`src/rtl/digit_scan_mux.sv`:
```
// Time-multiplexed digit scanner with double-buffered digit codes and a frame-boundary commit.
// Define SCAN_LZ_BLANK_EN to blank leading zero digits (digit NUM_DIGITS-1 is most significant).
module digit_scan_mux #(
    parameter int unsigned NUM_DIGITS = 4,
    parameter int unsigned DWELL      = 1000,
    parameter int unsigned BLANK      = 8,
    localparam int unsigned AW        = $clog2(NUM_DIGITS)
) (
    input  logic                  clk,
    input  logic                  rst_n,
    input  logic                  ena,
    input  logic                  wr_en,
    input  logic [AW-1:0]         wr_addr,
    input  logic [3:0]            wr_data,
    input  logic                  commit,
    output logic                  commit_pending,
    output logic [3:0]            code_out,
    output logic                  code_valid,
    output logic [NUM_DIGITS-1:0] digit_en,
    output logic                  frame_start
);

    localparam int unsigned CntMax = (DWELL > BLANK) ? DWELL : BLANK;
    localparam int unsigned CW     = (CntMax > 1) ? $clog2(CntMax) : 1;
    localparam logic [CW-1:0] DwellLast = CW'(DWELL - 1);
    localparam logic [CW-1:0] BlankLast = (BLANK > 0) ? CW'(BLANK - 1) : '0;
    localparam logic [AW-1:0] IdxLast   = AW'(NUM_DIGITS - 1);

    typedef enum logic [1:0] {StIdle, StDisp, StBlnk} state_e;

    state_e                      state_q, state_d;
    logic [AW-1:0]               idx_q, idx_d, idx_next;
    logic [CW-1:0]               cnt_q, cnt_d;
    logic [NUM_DIGITS-1:0][3:0]  shadow_q, shadow_d;
    logic [NUM_DIGITS-1:0][3:0]  active_q, active_d;
    logic                        commit_pending_q, commit_pending_d;
    logic [3:0]                  code_out_q, code_out_d;
    logic                        code_valid_q, code_valid_d;
    logic [NUM_DIGITS-1:0]       digit_en_q, digit_en_d;
    logic                        frame_start_q, frame_start_d;
    logic                        boundary;
    logic                        lit;
`ifdef SCAN_LZ_BLANK_EN
    logic                        upper_zero;
`endif

    assign idx_next = (idx_q == IdxLast) ? '0 : idx_q + AW'(1);

    always_comb begin
        state_d  = state_q;
        idx_d    = idx_q;
        cnt_d    = cnt_q;
        boundary = 1'b0;
        case (state_q)
            StIdle: begin
                if (ena) begin
                    state_d  = StDisp;
                    idx_d    = '0;
                    cnt_d    = '0;
                    boundary = 1'b1;
                end
            end
            StDisp: begin
                if (cnt_q == DwellLast) begin
                    cnt_d = '0;
                    if (BLANK == 0) begin
                        idx_d    = idx_next;
                        boundary = (idx_q == IdxLast);
                    end else begin
                        state_d = StBlnk;
                    end
                end else begin
                    cnt_d = cnt_q + CW'(1);
                end
            end
            StBlnk: begin
                if (cnt_q == BlankLast) begin
                    state_d  = StDisp;
                    cnt_d    = '0;
                    idx_d    = idx_next;
                    boundary = (idx_q == IdxLast);
                end else begin
                    cnt_d = cnt_q + CW'(1);
                end
            end
            default: state_d = StIdle;
        endcase
        if (!ena) begin
            state_d  = StIdle;
            idx_d    = '0;
            cnt_d    = '0;
            boundary = 1'b0;
        end
    end

    // The copy reads the pre-write shadow; a same-edge commit re-arms pending.
    always_comb begin
        active_d         = active_q;
        commit_pending_d = commit_pending_q | commit;
        if (boundary && commit_pending_q) begin
            active_d         = shadow_q;
            commit_pending_d = commit;
        end
        shadow_d = shadow_q;
        if (wr_en && (32'(wr_addr) < NUM_DIGITS)) begin
            shadow_d[wr_addr] = wr_data;
        end
    end

    always_comb begin
        lit = (state_d == StDisp);
`ifdef SCAN_LZ_BLANK_EN
        upper_zero = 1'b1;
        for (int j = 0; j < int'(NUM_DIGITS); j++) begin
            if ((j >= int'(idx_d)) && (active_d[j] != 4'd0)) begin
                upper_zero = 1'b0;
            end
        end
        if ((idx_d != '0) && upper_zero) begin
            lit = 1'b0;
        end
`endif
        code_valid_d       = lit;
        digit_en_d         = '0;
        digit_en_d[idx_d]  = lit;
        code_out_d         = lit ? active_d[idx_d] : 4'd0;
        frame_start_d      = boundary;
    end

    always_ff @(posedge clk or negedge rst_n) begin
        if (!rst_n) begin
            state_q          <= StIdle;
            idx_q            <= '0;
            cnt_q            <= '0;
            shadow_q         <= '0;
            active_q         <= '0;
            commit_pending_q <= 1'b0;
            code_out_q       <= 4'd0;
            code_valid_q     <= 1'b0;
            digit_en_q       <= '0;
            frame_start_q    <= 1'b0;
        end else begin
            state_q          <= state_d;
            idx_q            <= idx_d;
            cnt_q            <= cnt_d;
            shadow_q         <= shadow_d;
            active_q         <= active_d;
            commit_pending_q <= commit_pending_d;
            code_out_q       <= code_out_d;
            code_valid_q     <= code_valid_d;
            digit_en_q       <= digit_en_d;
            frame_start_q    <= frame_start_d;
        end
    end

    assign commit_pending = commit_pending_q;
    assign code_out       = code_out_q;
    assign code_valid     = code_valid_q;
    assign digit_en       = digit_en_q;
    assign frame_start    = frame_start_q;

endmodule

```
`config.mk`:
```
export PLATFORM = sky130hd
export DESIGN_NAME = digit_scan_mux
export DESIGN_NICKNAME = d
export VERILOG_FILES = /design/src/rtl/digit_scan_mux.sv
export SDC_FILE = /design/constraint.sdc
export NUM_CORES = 1
export LEC_CHECK = 0
export CAP_MARGIN = 20
export CORE_AREA = 5 5 99 82
export CTS_CLUSTER_DIAMETER = 40
export DETAILED_ROUTE_END_ITERATION = 12
export DIE_AREA = 0 0 104 87
export GPL_TIMING_DRIVEN = 0
export SYNTH_ARGS = -nofsm -noshare
export SYNTH_HDL_FRONTEND = slang
export SYNTH_SLANG_ARGS = --single-unit
```
`constraint.sdc`:
```
create_clock -name clk -period 4.18 [get_ports clk]
set_clock_uncertainty 0.1 [all_clocks]
set_input_delay 0.836 -clock clk [delete_from_list [all_inputs] [get_ports clk]]
set_output_delay 0.836 -clock clk [all_outputs]
set_load 0.005 [all_outputs]
```
==> reports/qor.csv <==
stage,metric,value,unit
critical_path,rr_worst_depth,8,
timing,finalCritPeriodShare,70.81,%
route,vias,2157,
outcome,status,"complete, no violations",
timing,period_minus_slack,2.960,ns
floorplan,rows,28,
route,drt-pass1-iter-count,4,
critical_path,timing.rr.end,code_out[1],
critical_path,worstReg2RegStart,state_q[0],
cts,cts_setup_buffers,0,
critical_path,critPathTopFamily,buffers and inverters,
synthesis,yosysUniqueCellTypes,50,
synthesis,synth_area_per_cell,10.97,µm²
timing,setup_viol,0,
cts,cts_resized,0,
route,antenna_left,0,
layout,fillCellCount,679,
placement,hpwl,4756,µm
synthesis,synth_seq_area_share,50.02,%
timing,fmax,337.9,MHz
power,vdd_drop_max,0.1794,mV
cts,ctsHoldBuffers,0,
route,drtIter0Drc,140,
critical_path,crit_fanout,10,
cts,clk_path_buf_depth,2,
critical_path,critPathBufInv,3,
floorplan,die_x,104,µm
critical_path,crit_chain,clkdlybuf4s50_1 -> clkbuf_1 -> nand3_1 -> o21ai_1 -> buf_4 -> a211oi_1 -> o32ai_1,
global_route,track_usage,16.19,%
cts,clk-insertion-delay-late,0.34,ns
job,max-cap-violations,0,
worst_hold_path,hold_class,input pin to async pin,
power,power_density,415.5,mW/mm²
route,drc_errors,0,
timing,fin_ws,1.220,ns
floorplan,core-area,0.007147,mm²
cts,cts_tree,yes,
global_route,grt_pass1_wl,11540,µm
synthesis,ys_ff_latch,57,
global_route,overflow,0,
critical_path,path_class,input pin to flop,
cts,cts-htree-levels,3,
synthesis,syn-num-nets,277,
timing,maxSlewViolCount,0,
layout,fin_nets,311,
route,viasPerCell,5.545,
timing,worst_pin_slew,0.5907,ns
placement,place.gp.congestion,0.8123,
critical_path,crit_required,4.30,ns
layout,area_growth,19.09,%
global_route,first_global_vias,2185,
cts,cts_buffers,9,
floorplan,die_area,0.009048,mm²
synthesis,synth_edf_count,0,
critical_path,rrSetupSlack,1.43,ns
timing,rsz0062_at_grt,false,
synthesis,syn_area,0.002851,mm²
synthesis,synth-async-reset-ratio,100.0,%
floorplan,boundaryPins,22,
timing,slew_headroom,60.54,%
cts,cts.reportedPaths.clkPinSlew,0.07,ns
route,wirelength,6677,µm
global_route,antenna_found_initial,0,
critical_path,startpoint_type,input pin,
synthesis,yosys_warnings,0,
placement,place_ws,0.7417,ns
critical_path,worst_setup_path_end_kind,flop,
floorplan,dieHeight,87,µm
route,routedWlPerCell,17.16,µm
critical_path,crit_slowest_cell,clkdlybuf4s50_1,
placement,numPortBuffers,21,
layout,drive_gt1_share,17.06,%
power,total_power,1.411,mW
timing,holdWs,0.3421,ns
power,leakage,1.484,nW
floorplan,initial_core_util,39.90,%
critical_path,cp_data_arrival_time,3.08,ns
cts,cts-root-buf,clkbuf_8,
layout,antennaDiodeCount,0,
synthesis,syn-instance-count,260,
critical_path,cpPeakStageDelay,0.49,ns
timing,finalSetupTns,0,ns
cts,cts.sinks,57,
global_route,grt_max_degree,39,
timing,hold_violations,0,
synthesis,synth-main-ff-cell,dfrtp_1,
[routing by layer]
metal | share of wire, % | GRT usage (%) | vias to the layer above
li1 | - | - | 1048
met1 | 52 | 24.24 | 1039
met2 | 42 | 22.40 | 63
met3 | 4.5 | 4.818 | 7
met4 | 1.1 | 4.941 | 0
met5 | 0 | 0 | -
[worst max-delay path by stage]
stage               start          end  slack [ns]  cells after the start
floorplan             ena     cnt_q[9]        1.86                      6
global placement    rst_n  active_q[0]        0.38                      1
detailed placement    ena     cnt_q[9]        0.74                      7
CTS                   ena     cnt_q[9]        1.08                      7
global route          ena  code_out[1]        1.12                      7
finish                ena  code_out[1]        1.22                      7
[where the power goes]
group / internal [mW] / switching (mW) / leakage (nW)
combinational: 0.108 / 0.0981 / 0.657
clock: 0.281 / 0.248 / 0.101
sequential: 0.630 / 0.0462 / 0.726
[state kept, by name, indices dropped and copies added (netlist names)]
register	flops
idx_q	2
frame_start	1
state_q	2
commit_pending	1
shadow_q	16
code_valid	1
cnt_q	10
active_q	16
digit_en	4
code_out	4
[cells in the mapped netlist (all sizes together) (2+ instances only)]
master  instances  area [µm²]
dfrtp          57        1426
nand2          23       86.33
mux2           17       191.4
and3           13       87.59
nor2           11       41.29
nor3b          11       82.58
a211oi         10       75.07
nand4          10       62.56
buf             9       60.05
a21o            8       60.06
o211ai          8       60.06
a31oi           7       43.79
nand3           7       35.03
a21oi           6       30.03
ha              6       75.07
inv             6       22.52
clkbuf          5       18.77
o21ai           5       25.02
mux2i           4       40.04
o32ai           4       35.03
nand2b          3       18.77
nand3b          3       22.52
nor3            3       26.28
a22o            2       17.52
a41oi           2       17.52
and2            2       12.51
and4            2       18.77
xor2            2       17.52
[worst register-to-register path, stage by stage (launching register included)]
cell,delay (ns)
dfrtp_1,0.44
inv_1,0.10
ha_1,0.22
buf_1,0.39
nand4_1,0.23
o21ai_1,0.50
buf_4,0.27
a211oi_1,0.09
o32ai_1,0.30
[placed cells by master (no fill, tap or decap), types with 4 or more instances in the layout]
cell type | netlist | routed
dfrtp_1 | 57 | 57
a21oi_1 | 6 | 6
nand2_1 | 23 | 23
nor3b_1 | 11 | 11
clkbuf_8 | 0 | 9
buf_2 | 3 | 4
mux2_2 | 17 | 17
mux2i_1 | 4 | 4
a21o_1 | 8 | 8
inv_1 | 6 | 6
a211oi_1 | 10 | 10
nor2_1 | 11 | 11
o32ai_1 | 4 | 4
nand3_1 | 7 | 7
clkbuf_1 | 5 | 5
and3_1 | 11 | 11
clkdlybuf4s50_1 | 0 | 20
ha_1 | 6 | 6
a31oi_1 | 7 | 7
o211ai_1 | 8 | 8
nand4_1 | 10 | 10
o21ai_0 | 4 | 4
[cell families after synthesis]
kind of cell	synth area share, %
buffers and inverters	3.554
adders and majority gates	2.633
muxes	8.118
xor gates and xnor gates	0.9216
DFF	50.02
and+or+nand+nor	19.26
AOI/OAI and AO/OA	15.49
[through the flow]
| stage | cells | util [%] | instance area [µm²] |
|---|---|---|---|
| after floorplan | 260 | - | 2851 |
| after global placement | 371 | 44.42 | 3174 |
| after detailed placement | 372 | 44.63 | 3189 |
| after CTS | 388 | 47.44 | 3391 |
| after global routing | 389 | 47.51 | 3396 |
| final | 389 | 47.51 | 3396 |
[cell type report]
class / count / area (µm²) / area share (%)
clock inverters: 7 / 77.57 / 2.284
well taps: 90 / 112.6 / 3.316
flip-flops and latches: 57 / 1426 / 42.00
inverters: 6 / 22.52 / 0.6632
plain buffers: 14 / 78.83 / 2.321
multi-input cells: 183 / 1324 / 38.98
repair buffers: 23 / 230.2 / 6.780
clock buffers: 9 / 123.9 / 3.648
No activity file was read; power rests on OpenSTA's default activity.
